--- config.mk ---
export PLATFORM = sky130hd
export DESIGN_NAME = fp16_divider
export DESIGN_NICKNAME = d
export VERILOG_FILES = /design/src/rtl/fp16_divider.sv
export SDC_FILE = /design/constraint.sdc
export NUM_CORES = 1
export LEC_CHECK = 0
export CORE_MARGIN = 2
export CORE_UTILIZATION = 30
export CTS_BUF_LIST = sky130_fd_sc_hd__clkbuf_8
export CTS_CLUSTER_SIZE = 40
export DETAILED_ROUTE_END_ITERATION = 8
export PLACE_DENSITY_LB_ADDON = 0.3
export REMOVE_ABC_BUFFERS = 1
export SLEW_MARGIN = 20
export SYNTH_ARGS = -nofsm -noshare
export SYNTH_HDL_FRONTEND = slang
export SYNTH_SLANG_ARGS = --single-unit
--- constraint.sdc ---
create_clock -name clk -period 9.5 [get_ports clk]
set_input_delay 1.9 -clock clk [delete_from_list [all_inputs] [get_ports clk]]
set_output_delay 1.9 -clock clk [all_outputs]
set_load 0.1 [all_outputs]
--- src/rtl/fp16_divider.sv ---
// Purpose: IEEE binary16 divider (a/b), restoring division, round-to-nearest-even, subnormals flushed to zero.
// Latency: special operands give out_valid 1 cycle after accept; normal operands 15 cycles after accept.
// Backpressure: single operation in flight; result held in DONE until out_ready, in_ready only in IDLE.
module fp16_divider (
  input  logic        clk,
  input  logic        rst,
  input  logic        in_valid,
  output logic        in_ready,
  input  logic [15:0] a,
  input  logic [15:0] b,
  output logic        out_valid,
  input  logic        out_ready,
  output logic [15:0] out
);

  typedef enum logic [1:0] {IDLE, DIV, ROUND, DONE} state_t;

  state_t             state;
  logic               sign;
  logic signed [6:0]  e;
  logic [10:0]        mb;
  logic [11:0]        rem;
  logic [12:0]        q;
  logic [3:0]         cnt;

  // operand field decode
  logic [4:0] ea, eb;
  logic [9:0] fa, fb;
  logic       a_zero, b_zero, a_inf, b_inf, a_nan, b_nan;
  logic       spec;
  logic [15:0] spec_res;
  logic [6:0] e_in;

  assign ea     = a[14:10];
  assign eb     = b[14:10];
  assign fa     = a[9:0];
  assign fb     = b[9:0];
  assign a_zero = (ea == 5'd0);
  assign b_zero = (eb == 5'd0);
  assign a_inf  = (ea == 5'h1f) && (fa == 10'd0);
  assign b_inf  = (eb == 5'h1f) && (fb == 10'd0);
  assign a_nan  = (ea == 5'h1f) && (fa != 10'd0);
  assign b_nan  = (eb == 5'h1f) && (fb != 10'd0);
  // biased exponent difference; wraps into a 7-bit two's complement value
  assign e_in   = {2'b00, ea} - {2'b00, eb} + 7'd15;

  // special-operand classification and the result it forces
  always_comb begin
    spec     = 1'b1;
    spec_res = 16'h0000;
    if (a_nan || b_nan || (a_zero && b_zero) || (a_inf && b_inf))
      spec_res = 16'h7e00;
    else if (a_inf || b_zero)
      spec_res = {a[15] ^ b[15], 5'h1f, 10'h000};
    else if (a_zero || b_inf)
      spec_res = {a[15] ^ b[15], 15'h0000};
    else
      spec = 1'b0;
  end

  // one restoring-division step: compare, conditionally subtract, shift for the next bit
  logic        ge;
  logic [11:0] rem_next;

  always_comb begin
    ge       = (rem >= {1'b0, mb});
    rem_next = (ge ? (rem - {1'b0, mb}) : rem) << 1;
  end

  // normalize, round to nearest even, then range-check the exponent
  logic [9:0]        frac;
  logic              guard, sticky, inc, carry;
  logic [9:0]        frac_r;
  logic signed [7:0] ex, ex_f;
  logic [15:0]       res;

  always_comb begin
    if (q[12]) begin
      frac   = q[11:2];
      guard  = q[1];
      sticky = q[0] | (rem != 12'd0);
      ex     = {e[6], e};
    end else begin
      frac   = q[10:1];
      guard  = q[0];
      sticky = (rem != 12'd0);
      ex     = {e[6], e} - 8'sd1;
    end
    // hidden bit is always 1 here, so a fraction overflow is exactly a mantissa carry to 2.0
    inc             = guard & (sticky | frac[0]);
    {carry, frac_r} = {1'b0, frac} + {10'd0, inc};
    ex_f            = ex + {7'd0, carry};
    if (ex_f >= 8'sd31)
      res = {sign, 5'h1f, 10'h000};
    else if (ex_f <= 8'sd0)
      res = {sign, 15'h0000};
    else
      res = {sign, ex_f[4:0], frac_r};
  end

  assign in_ready  = (state == IDLE);
  assign out_valid = (state == DONE);

  // control FSM and datapath registers
  always_ff @(posedge clk) begin
    if (rst) begin
      state <= IDLE;
      out   <= 16'h0000;
      sign  <= 1'b0;
      e     <= 7'sd0;
      mb    <= 11'd0;
      rem   <= 12'd0;
      q     <= 13'd0;
      cnt   <= 4'd0;
    end else begin
      case (state)
        IDLE: begin
          if (in_valid) begin
            sign <= a[15] ^ b[15];
            e    <= e_in;
            mb   <= {1'b1, fb};
            rem  <= {2'b01, fa};
            q    <= 13'd0;
            cnt  <= 4'd0;
            if (spec) begin
              out   <= spec_res;
              state <= DONE;
            end else begin
              state <= DIV;
            end
          end
        end
        DIV: begin
          q   <= {q[11:0], ge};
          rem <= rem_next;
          cnt <= cnt + 4'd1;
          if (cnt == 4'd12) state <= ROUND;
        end
        ROUND: begin
          out   <= res;
          state <= DONE;
        end
        DONE: begin
          if (out_ready) state <= IDLE;
        end
        default: state <= IDLE;
      endcase
    end
  end

endmodule
## Word-level counts from Yosys, hierarchy flattened

Cells that the tools add are included.

- $add $sub $neg: 7
- $lt $le $gt $ge: 3
- Equality and inequality tests: 10
- Muxes and demuxes: 27
- Bitwise gates (word level): 4
- Reduce and logical (&&, ||, !) cells: 25

Operators by type and width:

| cell | number |
|---|---|
| 16-bit two-way mux | 5 |
| 16-bit one-hot mux with 2 select lines | 1 |
| 15-bit two-way mux | 2 |
| 13-bit one-hot mux with 2 select lines | 1 |
| 12-bit one-hot mux with 2 select lines | 1 |
| 10-bit zero test | 2 |
| 10-bit nonzero test | 2 |
| 13-bit two-way mux | 1 |
| 12-bit by 11-bit >= comparator with 1-bit output | 1 |
| 12-bit two-way mux | 1 |
| 12-bit nonzero test | 1 |
| 10-bit by 1-bit adder with 11-bit output | 1 |
| 11-bit two-way mux | 1 |
| 11-bit subtractor | 1 |
| 5-bit == test (second input constant) | 2 |
| 5-bit zero test | 2 |
| 10-bit two-way mux | 1 |
| 8-bit by 1-bit adder with 8-bit output | 1 |
| 8-bit by 6-bit >= comparator with 1-bit output (second input constant) | 1 |
| 8-bit by 1-bit <= comparator with 1-bit output (second input constant) | 1 |
| 2-bit two-way mux | 4 |
| 8-bit two-way mux | 1 |
| 2-bit one-hot mux with 4 select lines | 1 |
| 4-bit one-hot mux with 2 select lines | 1 |
| other kinds (20) | 40 |

- Register bits: 66
- Output and inout port bits: 18

## Logic depth before layout (Yosys ltp)

Gate-level depths: netlist of the first run.

- Depth after elaboration: 11
- Depth in mapped cells: 18
- Gate-level depth less buffers: 15

## Worst setup path after synthesis of the first run

Ideal clock, no wire load.

- Kind: register -> register
- Start: register q[12]
- End: register out[14]
- Data arrival time: 3.790 ns
- Data required time: 9.378 ns
- Path slack: 5.588 ns
- Cell stages (with the launch flop): 18
- Cell sequence: dfxtp_1 > buf_2 > buf_1 > clkbuf_1 > mux2_2 > ha_1 > nand4_1 > a21oi_1 > and3_1 > and3_1 > ha_1 > ha_1 > xnor2_1 > o31ai_1 > xnor2_1 > a31o_4 > nand2_2 > o311a_1

- Longest elaborated chain between the ends: 9
- Elaborated cells between the ends (all ways): 13

Ends and longest elaborated chain:

| item | line | text |
|---|---|---|
| from (decl) | 23 | `logic [12:0] q;` |
| from (signal assigned) | 134 | `q <= {q[11:0], ge};` |
| 1-bit two-way mux / 10-bit two-way mux (equally long branches) | 78 | `if (q[12]) begin` |
| 1-bit bitwise OR | 90 | `inc = guard & (sticky \| frac[0]);` |
| 1-bit AND | 90 |  |
| 10-bit by 1-bit adder with 11-bit output | 91 | `{carry, frac_r} = {1'b0, frac} + {10'd0, inc};` |
| 8-bit by 1-bit adder with 8-bit output (*) | 92 | `ex_f = ex + {7'd0, carry};` |
| 8-bit by 1-bit <= comparator with 1-bit output | 95 | `else if (ex_f <= 8'sd0)` |
| 15-bit two-way mux | 95 |  |
| 15-bit two-way mux (*) | 93 | `if (ex_f >= 8'sd31)` |
| 16-bit one-hot mux with 2 select lines (*) | 116 | `case (state)` |
| to (signal assigned) | 126 | `out <= spec_res;` |
| to (signal assigned) | 140 | `out <= res;` |
| to (decl) | 13 | `output logic [15:0] out` |

Every way passes the cells marked *; elsewhere a longest branch is shown, timed or not.
A chain may end at the register's enable or synchronous reset.

## Final worst setup path of the first run

- Start: register state[0]
- End: output in_ready

- Longest elaborated chain between the ends: 1

Ends and longest elaborated chain:

| item | line | text |
|---|---|---|
| from (decl) | 18 | `state_t state;` |
| from (signal assigned) | 107 | `state <= IDLE;` |
| from (signal assigned) | 127 | `state <= DONE;` |
| from (signal assigned) | 129 | `state <= DIV;` |
| 2-bit zero test | 101 | `assign in_ready = (state == IDLE);` |
| to (decl) | 8 | `output logic in_ready,` |

No other way between the ends.

==> reports/summary.md, run 1 <==
### Outcome
* outcome: completed

### Final layout
* layout filler cell count: 1505
* proportion of layout cells with a drive suffix above 1: 6.56%
* final core utilization: 36.3%
* Antenna Diode Count: 0
* Area growth, synth to finish: 18.3%
* fin cells: 794
* area of combinational cells with multiple inputs: 0.00286 sq mm
* Final Net Count: 671
* sequential cell area: 0.00132 sq mm

### Logic synthesis
* post-synthesis compound-gate area fraction: 22.8%
* mux contribution to synthesized area: 4.00%
* adder-cell share of the synthesized area: 8.51%
* most used standard cell by instance count after synthesis: sky130_fd_sc_hd__dfxtp_1
* cells after synthesis: 568
* synthesized-area fraction occupied by and/or/nand/nor cells: 24.2%
* number of enable-type register cells in the synthesized netlist: 0
* Mean Syn Cell Area: 7.82 sq um
* fraction of synthesized cell area in xor and xnor cells: 4.93%
* dominant combinational cell family by area after synthesis: simple AND/OR/NAND/NOR gates
* largest cells by area after synthesis: sky130_fd_sc_hd__dfxtp_1 (30%), sky130_fd_sc_hd__ha_1 (7.6%), sky130_fd_sc_hd__nand2_1 (5.5%)
* post-synthesis register bit count: 66
* Synth async-reset ratio: 0%
* total number of yosys warnings: 0
* Synth top area share: 29.7%
* area of the mapped netlist: 0.00444 sq mm
* number of distinct library cell variants in the gate-level netlist after synthesis: 70
* sequential element share of the synthesized area: 29.7%
* post-synth top area cell: sky130_fd_sc_hd__dfxtp_1
* most frequent cells after synthesis: sky130_fd_sc_hd__dfxtp_1 (66), sky130_fd_sc_hd__nand2_1 (65), sky130_fd_sc_hd__nor2_1 (56)
* flip-flop cell with the highest count after synthesis: sky130_fd_sc_hd__dfxtp_1

### Critical path
* critical register-to-register path startpoint: q[12]
* cell family with most CP delay: buffers and inverters
* CP Capture Type: output port
* Worst setup startpoint: state[0]
* largest incremental delay on the critical path: 1.22 ns
* Max Fanout on Critical Path: 10
* Worst Path Buf+Inv: 2
* category of the most critical setup path: reg -> out
* required time of the critical path: 7.60 ns
* arrival time worst endpoint: 2.38 ns
* cell chain of the critical path: inv_1 > ha_1 > clkdlybuf4s50_1
* critical path startpoint category: flop
* worst-path cell with the longest stage delay: sky130_fd_sc_hd__clkdlybuf4s50_1

### Global route
* wire length of the first global-routing pass: 20200 um
* Global Route met1 Usage: 20.5%
* met3 Use GR: 3.19%
* pin count of the biggest net entering global routing: 60
* Global Route met2 Usage: 25.1%
* number of antenna violations at the first check in global routing: 0
* total global-route track usage: 15.5%
* grt ovf: 0
* via count of the first global-routing pass: 4120
* GR peak layer: met2

### Die
* vertical die dimension: 126 um
* Top Ports: 54
* width of the die: 126 um
* row count: 44
* effective utilization at floorplan: 30.7%
* die outline area: 0.0158 sq mm
* Floorplan Core Area: 0.0145 sq mm

### Route
* final routed DRC violation total: 0
* number of search-and-repair iterations in the first detailed-routing pass: 5
* post-DR wirelength/cell: 15.1 um
* Post-Route WL: 12000 um
* via count normalized by instance count: 5.28
* overall via count from detail_route: 4192
* number of violations reported at the end of detailed-routing iteration 0: 229
* Post-DRT Antenna Nets: 0

### CTS
* CTS clock-pin slew for the worst setup and hold paths: 0.07 ns
* Clock Root Buffer: sky130_fd_sc_hd__clkbuf_8
* clock net sink count: 66
* number of CTS-inserted buffers: 9
* count of hold-fix buffers inserted at cts: 0
* Setup Buffers After CTS: 0
* clock latency on the worst-skew pair: 0.36 ns
* CTS HTree Levels: 3
* CTS Buffer Depth: 2
* clock tree from TritonCTS: done
* count of cells resized by post-cts repair: 0

### Power
* Leakage Power: 1.93 nW
* maximum VDD drop: 0.103 mV
* total power after layout: 1.37 mW
* switching power of the nets: 0.659 mW
* Internal Dissipation: 0.709 mW
* pwr dens: 260 mW/mm^2
* switch share: 48.2%
* share of power burned in registers: 27.2%
* Clock power frac: 14.8%
* Gate power share: 58.0%

### Hold path
* path class of the lowest-slack min-delay path: reg -> reg
* Hold Path Origin: out[0]

### Flow run
* max-cap violations: 0

### STA
* Fmax achieved: 234 MHz
* final hold vios: 0
* Setup violations, final: 0
* Final period util: 45.0%
* final critical path time including I/O delays and setup: 4.28 ns
* relative slew slack: 34.5%
* final number of max-transition violations: 0
* transition time at the pin with the least slew margin: 0.980 ns
* setup repair after global routing missed its margin: no
* final sum of negative setup slack: 0 ns
* post-route clock skew: 0.0119 ns

### Place
* half-perimeter wire length after detailed placement: 9000 um
* GPL Wtd Cong: 0.844
* I/O Buffers: 53
* placed cells: 779

worst min-delay path, delay by kind of cell, from the launching register on:
kind	cells	cell delay, ns
AND/OR/NAND/NOR	1	0.05
AO/OA/AOI/OAI	1	0.05
flip-flops	1	0.31
power groups by stage:
stage | combinational [mW] | sequential (mW) | clock (mW)
2_1_floorplan | 0.566 | 0.390 | 0
3_3_place_gp | 0.774 | 0.377 | 0
3_5_place_dp | 0.785 | 0.378 | 0
4_1_cts | 0.788 | 0.372 | 0.207
5_1_grt | 0.879 | 0.379 | 0.218
6_report | 0.793 | 0.373 | 0.202
per-layer routing:
| metal | wire [um] | vias up |
|---|---|---|
| li1 | - | 2113 |
| met1 | 5720 | 1980 |
| met2 | 5550 | 80 |
| met3 | 418 | 19 |
| met4 | 284 | 0 |
| met5 | 0 | - |
flip-flops by register name (all words and copies together) (netlist names):
name,count
cnt,4
e,7
mb,11
out,16
q,13
rem,12
sign,1
state,2
cell type report:
type	instances	share of cell area [%]
multi-input cells	436	54.5
inverters	37	2.64
clock inverters	6	0.548
clock buffers	9	2.36
repair buffers	56	10.4
flip-flops and latches	66	25.1
well taps	184	4.38
per-stage QoR:
stage	hold WS [ns]	cell area [sq um]	setup slack [ns]
finish	0.452	5250	5.22
floorplan	0.430	4320	5.88
global placement	0.445	5100	5.34
detailed placement	0.444	5100	5.26
CTS	0.454	5250	5.20
global route	0.472	5250	5.14
logic make-up (layout without fill, tap and decap cells):
logic type	Yosys count	count (layout)
xor gates and xnor gates	25	25
and+or+nand+nor	215	215
adders and majority gates	29	29
muxes	17	17
AOI/OAI and AO/OA	150	150
DFF	66	66
buffers and inverters	66	108
path summary, 6_finish.rpt:
path	slack, ns	depth (start not counted)	to
hold reg to reg	0.45	2	out[0]
setup / recovery	5.22	3	in_ready
hold / removal	0.45	2	out[0]
setup reg to reg	5.80	14	out[2]
cell usage in the layout, fill, tap and decap left out, drive strengths merged, types with 7 or more instances in the layout:
| cell | count |
|---|---|
| dfxtp | 66 |
| nand2 | 66 |
| nor2 | 56 |
| clkdlybuf4s50 | 52 |
| a21oi | 42 |
| inv | 40 |
| o21ai | 31 |
| ha | 27 |
| xnor2 | 17 |
| a22oi | 16 |
| nand3 | 14 |
| nor4 | 12 |
| and3 | 11 |
| mux2i | 11 |
| nor3 | 11 |
| nor2b | 10 |
| clkbuf | 9 |
| xor2 | 8 |
| a211oi | 7 |
(Power assumes the default switching activity.)
==> run 2: changes to the inputs <==
==> constraint.sdc (replaced) <==
create_clock -name clk -period 3.5 [get_ports clk]
set_input_delay 0.7 -clock clk [delete_from_list [all_inputs] [get_ports clk]]
set_output_delay 0.7 -clock clk [all_outputs]
set_load 0.1 [all_outputs]
==> reports/summary.md, run 2 (synthesis gave the netlist of run 1 again) <==
### Place
* worst setup slack before clock tree synthesis: 0.136 ns, -5.12 ns
* I/O Buffers: 53, unchanged
* GPL Wtd Cong: 0.892, +5.6%
* half-perimeter wire length after detailed placement: 9240 um, +2.8%

### STA
* worst setup margin: 0.233 ns, -4.99 ns
* Setup violations, final: 0, unchanged
* final hold vios: 0, unchanged
* final critical path time including I/O delays and setup: 3.27 ns
* Fmax achieved: 306 MHz
* final number of max-transition violations: 0, unchanged
* Final period util: 93.3%
* transition time at the pin with the least slew margin: 0.991 ns, +0.0107 ns
* relative slew slack: 33.7%, -0.72 points
* Worst Hold Slack: 0.451 ns, -0.00102 ns
* setup repair after global routing missed its margin: no
* post-route clock skew: 0.0151 ns, +0.00311 ns

### Critical path
* arrival time worst endpoint: 3.51 ns, +1.13 ns
* critical path startpoint category: flop
* worst reg2reg endpoint: out[14]
* largest incremental delay on the critical path: 0.40 ns, -0.82 ns
* CP Capture Type: flop
* category of the most critical setup path: reg -> reg
* Worst R2R Setup Slack: 0.23 ns, -5.57 ns
* Max Fanout on Critical Path: 5, -5
* depth of the worst register-to-register path: 14, unchanged
* cell chain of the critical path: mux2_2 > ha_2 > nand4_1 > a21oi_2 > and3_1 > and3_1 > ha_1 > ha_2 > xnor2_1 > o31ai_1 > xnor2_1 > a31o_4 > nand2_2 > o311a_1
* worst-path cell with the longest stage delay: sky130_fd_sc_hd__dfxtp_1
* Setup crit end: out[14]
* required time of the critical path: 3.75 ns, -3.85 ns
* Worst setup startpoint: q[12]
* critical register-to-register path startpoint: q[12]

### Route
* post-DR wirelength/cell: 14.9 um, -1.1%
* Post-DRT Antenna Nets: 0, unchanged
* number of search-and-repair iterations in the first detailed-routing pass: 5, unchanged
* via count normalized by instance count: 5.25, -0.64%
* Post-Route WL: 12000 um, +0.31%
* final routed DRC violation total: 0, unchanged
* overall via count from detail_route: 4223, +0.74%
* number of violations reported at the end of detailed-routing iteration 0: 221, -3.5%

### Flow run
* max-cap violations: 0, unchanged

### Die
* die outline area: 0.0158 sq mm, unchanged
* row count: 44, unchanged
* effective utilization at floorplan: 30.7%, unchanged
* vertical die dimension: 126 um, unchanged
* Top Ports: 54, unchanged
* Floorplan Core Area: 0.0145 sq mm, unchanged
* width of the die: 126 um, unchanged

### CTS
* Clock Root Buffer: sky130_fd_sc_hd__clkbuf_8
* clock net sink count: 66, unchanged
* CTS HTree Levels: 3, unchanged
* number of CTS-inserted buffers: 9, unchanged
* CTS clock-pin slew for the worst setup and hold paths: 0.08 ns, about the same
* clock tree from TritonCTS: done
* Setup Buffers After CTS: 0, unchanged
* clock latency on the worst-skew pair: 0.36 ns, about the same
* CTS Buffer Depth: 2, unchanged

### Hold path
* path class of the lowest-slack min-delay path: reg -> reg

### Final layout
* Final Net Count: 681, +1.5%
* proportion of layout cells with a drive suffix above 1: 9.82%, +3.3 points
* Area growth, synth to finish: 22.1%
* biggest regs: out (16), q (13), rem (12)
* most common cell after layout, fill and taps aside: sky130_fd_sc_hd__nand2_1
* number of flip-flops under the largest register name: 16, unchanged
* layout filler cell count: 1493, -0.80%
* top library cells by usage in the layout, fill and taps aside: sky130_fd_sc_hd__nand2_1 (65), sky130_fd_sc_hd__dfxtp_1 (64), sky130_fd_sc_hd__nor2_1 (56)
* area of combinational cells with multiple inputs: 0.00288 sq mm, +0.57%
* sequential cell area: 0.00132 sq mm, +0.19%
* Antenna Diode Count: 0, unchanged
* largest reg by FF count: out

### Power
* Leakage Power: 2.01 nW, +4.4%
* pwr dens: 735 mW/mm^2, +180%
* maximum VDD drop: 0.263 mV, +160%

### Global route
* via count of the first global-routing pass: 4048, -1.7%
* number of antenna violations at the first check in global routing: 0, unchanged
* grt ovf: 0, unchanged
* pin count of the biggest net entering global routing: 23, -62%
* total global-route track usage: 15.4%, -0.14 points
* wire length of the first global-routing pass: 19900 um, -1.4%

### Outcome
* outcome: completed

[run 2: cell count changes in the layout (fill, tap and decap cells not counted), moves of 2 or more]
cell                              before  now
sky130_fd_sc_hd__buf_4                 3   15
sky130_fd_sc_hd__bufinv_16             0    3
sky130_fd_sc_hd__clkdlybuf4s50_1      52   50
sky130_fd_sc_hd__dfxtp_1              66   64
sky130_fd_sc_hd__dfxtp_2               0    2
sky130_fd_sc_hd__ha_1                 27   25
sky130_fd_sc_hd__ha_2                  0    2
sky130_fd_sc_hd__inv_1                40   38
[run 2: cell type report]
class	count	area share, %
multi-input cells	436	53.1
flip-flops and latches	66	24.4
repair buffers	66	11.4
well taps	184	4.25
inverters	37	2.56
clock buffers	9	2.28
clock inverters	7	2.01
[run 2: repair_timing]
item / 4_1_cts / 5_1_grt
hold buffers: 0 / 0
gates resized for setup: 0 / 6
setup endpoints to repair: 0 / 14
[run 2: critical path, delay by kind of cell, from the launching register on]
kind            cells  cell delay (ns)
simple gates        4             0.54
compound gates      4             0.85
xor+xnor            2             0.33
mux                 1             0.36
fa+ha+maj           3             0.68
flops               1             0.40
[run 2: how the worst min path moves through the flow]
| stage | startpoint | cells after the start | endpoint |
|---|---|---|---|
| floorplan | mb[2] | 2 | mb[2] |
| global placement | out[5] | 2 | out[5] |
| detailed placement | out[5] | 2 | out[5] |
| CTS | out[5] | 2 | out[5] |
| global route | out[5] | 2 | out[5] |
| finish | out[5] | 2 | out[5] |
[run 2: where the power goes]
part / switching [mW] / internal (mW) / leakage (nW)
Sequential: 0.133 / 0.878 / 0.539
Combinational: 1.36 / 0.832 / 1.35
Clock: 0.312 / 0.467 / 0.124
Total: 1.81 / 2.18 / 2.01
[run 2: routing by layer]
metal / share of wire, % / GRT usage, % / routed length [um] / vias up
li1: - / - / - / 2127
met1: 47 / 20.2 / 5630 / 1992
met2: 47 / 25.1 / 5610 / 84
met3: 4.2 / 2.93 / 505 / 20
met4: 2.2 / 6.01 / 268 / 0
met5: 0 / 0 / 0 / -
[run 2: metrics by stage]
| stage | utilization, % | power (mW) | area [sq um] | TNS [ns] | cells |
|---|---|---|---|---|---|
| after global routing | 37.5 | 4.29 | 5420 | 0 | 805 |
| after detailed placement | 35.7 | 3.20 | 5170 | 0 | 789 |
| after floorplan | - | 2.60 | 4320 | -0.324 | 539 |
| final | 37.5 | 3.99 | 5420 | 0 | 805 |
| after CTS | 37.3 | 4.00 | 5400 | 0 | 805 |
| after global placement | 35.7 | 3.16 | 5170 | 0 | 789 |
